**src/rtl/alu_datapath.sv**
```systemverilog
// alu_datapath: register-transfer datapath of the 8-bit sequential ALU.
// Executes the micro-operations selected by the control word each cycle on
// registers A, Q, M, R (Q[-1]) and the iteration counter, and holds the
// 16-bit result for the system bus.
//
// Ports:
//   clk        in   clock, all updates on the rising edge
//   reset      in   synchronous, active-low reset
//   c[17:0]    in   control word (multiple bits may be active together)
//   op[2:0]    in   operation code (AND/OR/XOR/ADD/SUB/MUL/DIV)
//   inbus[7:0] in   operand input bus
//   Q1,Q0,R,A7 out  status bits straight from the registers
//   count7     out  iteration counter equals 7
//   result_hi  out  upper result byte (product high / remainder)
//   result_lo  out  lower result byte (product low / quotient / logic-arith result)
module alu_datapath (
    input  logic        clk,
    input  logic        reset,
    input  logic [17:0] c,
    input  logic [2:0]  op,
    input  logic [7:0]  inbus,
    output logic        Q1,
    output logic        Q0,
    output logic        R,
    output logic        A7,
    output logic        count7,
    output logic [7:0]  result_hi,
    output logic [7:0]  result_lo
);

    localparam int unsigned DW = 8;
    localparam int unsigned CW = 3;
    localparam logic [2:0]  OP_MUL = 3'b101;

    logic [DW-1:0] r_a;
    logic [DW-1:0] r_q;
    logic [DW-1:0] r_m;
    logic          r_r;
    logic [CW-1:0] r_cnt;
    logic [DW-1:0] r_res_hi;
    logic [DW-1:0] r_res_lo;

    logic [DW-1:0] w_a_next;
    logic [DW-1:0] w_q_next;
    logic [DW-1:0] w_m_next;
    logic          w_r_next;
    logic [CW-1:0] w_cnt_next;
    logic [DW-1:0] w_res_hi_next;
    logic [DW-1:0] w_res_lo_next;

    logic [DW-1:0] w_q_op_m;
    logic [DW-1:0] w_a_op_m;
    logic [DW-1:0] w_a_plus_m;
    logic [DW-1:0] w_a_minus_m;
    logic [DW-1:0] w_logic;

    // c[8] is the controller's end marker; the datapath has no use for it.
    logic w_unused_c8;
    assign w_unused_c8 = c[8];

    // Arithmetic and logic candidates for the A register.
    always_comb begin
        w_q_op_m    = r_q + (c[15] ? ~r_m : r_m) + DW'(c[15]);
        w_a_op_m    = r_a + (c[4]  ? ~r_m : r_m) + DW'(c[4]);
        w_a_plus_m  = r_a + r_m;
        w_a_minus_m = r_a - r_m;
        case (op[1:0])
            2'b01:   w_logic = r_q | r_m;
            2'b10:   w_logic = r_q ^ r_m;
            default: w_logic = r_q & r_m;
        endcase
    end

    // Next-state selection; A writers are prioritised, other registers update independently.
    always_comb begin
        w_a_next      = r_a;
        w_q_next      = r_q;
        w_m_next      = r_m;
        w_r_next      = r_r;
        w_cnt_next    = r_cnt;
        w_res_hi_next = r_res_hi;
        w_res_lo_next = r_res_lo;

        if (c[0])       w_a_next = '0;
        else if (c[10]) w_a_next = '0;
        else if (c[16]) w_a_next = w_logic;
        else if (c[2])  w_a_next = w_q_op_m;
        else if (c[3])  w_a_next = w_a_op_m;
        else if (c[13]) w_a_next = w_a_plus_m;
        else if (c[14]) w_a_next = w_a_minus_m;
        else if (c[12]) w_a_next = {r_a[DW-2:0], r_q[DW-1]};
        else if (c[5])  w_a_next = {r_a[DW-1], r_a[DW-1:1]};

        // Q: shifts first, then the quotient-bit insert, with a load overriding all.
        if (c[5])       w_q_next = {r_a[0], r_q[DW-1:1]};
        else if (c[12]) w_q_next = {r_q[DW-2:0], 1'b0};
        if (c[17])      w_q_next[0] = ~r_a[DW-1];
        if (c[0])       w_q_next = inbus;

        if (c[0])       w_r_next = 1'b0;
        else if (c[5])  w_r_next = r_q[0];

        if (c[1])       w_m_next = inbus;

        if (c[0] || c[11]) w_cnt_next = '0;
        else if (c[6])     w_cnt_next = r_cnt + CW'(1);

        // Remainder correction adds M back when the partial remainder is negative.
        if (c[9]) begin
            w_res_lo_next = r_q;
            w_res_hi_next = r_a[DW-1] ? w_a_plus_m : r_a;
        end else if (c[7]) begin
            if (op == OP_MUL) begin
                w_res_hi_next = r_a;
                w_res_lo_next = r_q;
            end else begin
                w_res_hi_next = '0;
                w_res_lo_next = r_a;
            end
        end
    end

    // Register update with synchronous active-low reset.
    always_ff @(posedge clk) begin
        if (!reset) begin
            r_a      <= '0;
            r_q      <= '0;
            r_m      <= '0;
            r_r      <= 1'b0;
            r_cnt    <= '0;
            r_res_hi <= '0;
            r_res_lo <= '0;
        end else begin
            r_a      <= w_a_next;
            r_q      <= w_q_next;
            r_m      <= w_m_next;
            r_r      <= w_r_next;
            r_cnt    <= w_cnt_next;
            r_res_hi <= w_res_hi_next;
            r_res_lo <= w_res_lo_next;
        end
    end

    assign Q1        = r_q[1];
    assign Q0        = r_q[0];
    assign R         = r_r;
    assign A7        = r_a[DW-1];
    assign count7    = (r_cnt == CW'(7));
    assign result_hi = r_res_hi;
    assign result_lo = r_res_lo;

endmodule

```
**config.mk**
```make
export PLATFORM = sky130hd
export DESIGN_NAME = alu_datapath
export DESIGN_NICKNAME = d
export VERILOG_FILES = /design/src/rtl/alu_datapath.sv
export SDC_FILE = /design/constraint.sdc
export NUM_CORES = 1
export LEC_CHECK = 0
export BUFFER_PORTS_ARGS = -buffer_cell sky130_fd_sc_hd__buf_2
export CORE_MARGIN = 3
export CORE_UTILIZATION = 30
export CTS_BUF_LIST = sky130_fd_sc_hd__clkbuf_8
export CTS_CLUSTER_DIAMETER = 150
export CTS_CLUSTER_SIZE = 20
export DETAILED_ROUTE_END_ITERATION = 10
export GPL_ROUTABILITY_DRIVEN = 1
export RECOVER_POWER = 25
export SLEW_MARGIN = 20
export SYNTH_ARGS = -nofsm -noshare
export SYNTH_HDL_FRONTEND = slang
export SYNTH_SLANG_ARGS = --single-unit
```
**constraint.sdc**
```tcl
create_clock -name clk -period 4.5 [get_ports clk]
set_clock_uncertainty 0.1 [all_clocks]
set_input_delay 0.225 -clock clk [delete_from_list [all_inputs] [get_ports clk]]
set_output_delay 0.225 -clock clk [all_outputs]
set_load 0.03 [all_outputs]
```
==> impl_summary.txt <==
----------------------------------------------------
[Synthesis]
  Fraction of synthesized area in multiplexers ... 0.0673
  List of most frequent post-synthesis cells ... 46 x sky130_fd_sc_hd__ha_1, 44 x sky130_fd_sc_hd__dfxtp_1, 41 x sky130_fd_sc_hd__a21oi_1, 40 x sky130_fd_sc_hd__nand2_1, 35 x sky130_fd_sc_hd__inv_1
  Post-synthesis sequential area ratio ... 0.204
  Combinational family with the most area after synthesis ... compound AO/OA/AOI/OAI gates
  Yosys top cell area share ... 0.204
  Synthesized instance count ... 522
  Most common cell in the netlist ... sky130_fd_sc_hd__ha_1
  Primary FF master, synth ... sky130_fd_sc_hd__dfxtp_1
  Biggest area consumer among synthesized cells ... sky130_fd_sc_hd__dfxtp_1
  Fraction of synthesis flops using an asynchronous set or reset pin ... 0
  Number of flops mapped to enable cells by yosys ... 0
  Xor/xnor cell area share of the yosys netlist ... 0.0772
  Adder and majority cell fraction of the synthesized area ... 0.152
  Average cell area after synthesis ... 8.26 sq um
  Share of the synthesized area in compound gates (AO/OA/AOI/OAI) ... 0.288
  Top area cells in the synthesized netlist ... sky130_fd_sc_hd__dfxtp_1 20%, sky130_fd_sc_hd__ha_1 13%, sky130_fd_sc_hd__mux2i_1 5.3%
  Share of synthesized cell area in and, or, nand and nor gates ... 0.138
  Post-synthesis cell area ... 4310 sq um
  Total nets after synthesis ... 603
  Number of synthesized register bits ... 44
  Unique masters post-synth ... 66
  Warnings from Yosys ... 0

[Worst hold path]
  Worst hold path class ... input pin to flop
  Worst hold path stage count ... 3

[Global routing]
  Vias in the first global route ... 3799
  Global-route wire length before repair ... 20700 microns
  Pin count of the biggest net entering global routing ... 34
  Initial antenna violation count ... 0
  Overall routing resource usage ... 0.160
  Overall overflow remaining after global route ... 0

[Timing]
  RSZ-0062 raised after global routing ... no
  Top achievable clock speed ... 347 MHz
  Final worst setup slack ... 1620 ps
  Final worst hold slack ... ~75 ps
  Sum of negative setup slack ... 0 ps
  Relative slew margins ... 0.321
  Crit share post-route ... 0.641
  Post-layout min period ... between 2000 and 3000 ps
  Hold Fails Final Rpt ... 0
  Least-Margin Pin Slew ... about 1000 ps
  Final Max Slew Viols ... 0
  Final number of setup-violating endpoints ... 0

[Clock tree]
  Number of cells upsized or downsized after cts ... 0
  Setup fix buffers added after clock tree synthesis ... 0
  Clk sinks ... 44
  Clock root buffer master ... sky130_fd_sc_hd__clkbuf_8
  Clock buffer count from CTS ... 5
  Clock edge transition at the registers on the reported setup and hold paths ... 100 ps
  Hold-fix buffers, CTS ... 0
  Clock latency reported for the late side of the worst-skew pair ... around 310 ps
  CTS tree ... built
  Maximum clock insertion buffer count ... 2
  CTS H-tree lvls ... 2

[Placement]
  Setup WS pre-CTS ... 1700 ps
  Placed standard-cell area ... 4610 sq um
  Half-perimeter wire length of the detailed placement result ... 9750 microns
  Number of buffers inserted by port buffering ... 50
  Last weighted congestion value of the routability-driven placer ... 0.942

[Worst setup path]
  CP max stage delay ... 610 ps
  Buffering stage count on the worst path with inverters included ... 0
  Req. time, crit path ... 4660 ps
  Slowest cell on the critical path ... sky130_fd_sc_hd__dfxtp_1
  Category of the critical setup timing path ... flop to flop
  Critical Path End Type ... flop
  Top cell by count, worst path ... sky130_fd_sc_hd__a21oi_1
  Cell depth of the worst flop-to-flop path ... 9
  Number of cells on the critical path ... 9
  Data arrival time of the worst path ... 3040 ps
  Largest fanout on the critical path ... 8
  CP delay by family, top ... compound AO/OA/AOI/OAI gates
  Type of element launching the critical path ... flop
  Chain of cells forming the critical path ... mux2_2 -> fa_1 -> a211oi_1 -> o21bai_1 -> a21oi_1 -> xnor2_1 -> a21oi_1 -> o21ai_0 -> o211a_1

[Route]
  Metal1 wirelength ... approximately 5800 microns
  DRT Pass-1 Iters ... 4
  Post-DR vias/cell ... 5.41
  Total met3 wirelength after detailed routing ... 738 microns
  ANT nets after route ... 0
  Vias after detailed routing ... 3924
  Amount of wire on met2 after detailed routing ... 6060 microns
  Wirelength per Cell ... 17.6 microns
  DRC ... 0
  Total Routed Length ... 12800 microns
  Initial DRC Count ... 264
  Top sig layer ... met4

[Final layout]
  Net total in the final layout ... approximately 630
  Area growth, synth to finish ... 9.29%
  Fraction of layout cells with a size suffix above 1 ... 0.132
  Area used by sequential logic in the layout ... 881 sq um
  Multi-input logic area ... slightly above 3000 sq um
  Final design instance area without fill ... 4710 sq um
  Diode insertion count for antenna repair ... 0
  Layout filler cell count ... around 1500

[Die]
  Die Span Y ... 126 microns
  Floorplan row count ... 43
  Overall die area ... 15800 sq um
  Core area ... 14000 sq um
  I/O pin count ... 52
  Initial cell density of the core ... 0.308
  Die W ... 126 microns

[Status]
  Result of the run ... completed

[Power and ir drop]
  Worst-case vdd ir drop ... 0.000128 V
  Total power density per cell area ... 247 nW/um^2
  Static Leakage ... 2.15 nW

[Run]
  MaxCap Viol Count ... 0

----------------------------------------------------
worst paths after layout:
| path | slack, ps | startpoint | to |
|---|---|---|---|
| hold reg to reg | 410 | result_hi[0] | result_hi[0] |
| setup reg to reg | 1620 | r_m[0] | r_a[6] |
| setup / recovery | 1620 | r_m[0] | r_a[6] |
| hold / removal | 70 | inbus[2] | r_q[2] |
stage by stage:
stage	std cells	total power [mW]	utilization
floorplan	522	0.741	-
global placement	717	0.830	0.329
detailed placement	717	0.842	0.329
CTS	725	1.16	0.337
global route	725	1.22	0.337
finish	725	1.16	0.337
kinds of logic (layout without fill, tap and decap cells):
| logic type | count (synthesis) | after routing |
|---|---|---|
| AOI/OAI and AO/OA | 172 | 172 |
| xor gates and xnor gates | 38 | 38 |
| adders and majority gates | 50 | 50 |
| buffers and inverters | 71 | 94 |
| DFF | 44 | 44 |
| muxes | 28 | 28 |
| and+or+nand+nor | 119 | 119 |
power by group:
| part | internal (mW) | leakage [nW] | switching, mW |
|---|---|---|---|
| logic | 0.159 | 1.73 | 0.231 |
| clock network | 0.168 | 0.0548 | 0.157 |
| registers | 0.409 | 0.361 | 0.0377 |
| total | 0.736 | 2.15 | 0.426 |
cell usage in the layout (no fill, tap or decap), drive strengths merged, types with 5 or more instances in the layout:
cell type   n
ha         46
dfxtp      44
buf        43
a21oi      43
nand2      40
inv        37
o21ai      33
nor2       26
mux2i      23
xor2       20
xnor2      18
o211ai     15
o211a      14
clkbuf     12
a22oi      11
nor2b      11
nand3      11
nand2b      9
nor3        8
a21o        6
a221oi      6
mux2        5
cell type report:
cell class              count  area share
multi-input cells         407       0.661
flip-flops and latches     44       0.187
repair buffers             50      0.0512
well taps                 180      0.0478
inverters                  36      0.0287
clock buffers               5      0.0146
clock inverters             3     0.00982
state kept, by name (all words and copies together), names as in the netlist:
signal     count
R              1
r_a            8
r_cnt          3
r_m            8
r_q            8
result_hi      8
result_lo      8
metal layers:
| layer | vias up | GRT usage |
|---|---|---|
| met3 | 13 | 0.0221 |
| met1 | 1872 | 0.223 |
| met2 | 117 | 0.261 |
| li1 | 1922 | - |
| met4 | 0 | 0.0379 |
| met5 | - | 0 |
worst reg2reg max path: cells and delay by family, from the launching register on:
kind                       cells  cell delay (ps)
AOI/OAI and AO/OA              6             1060
xor gates and xnor gates       1              200
adders and majority gates      1              440
DFF                            1              610
muxes                          1              430
(Power assumes the default switching activity.)
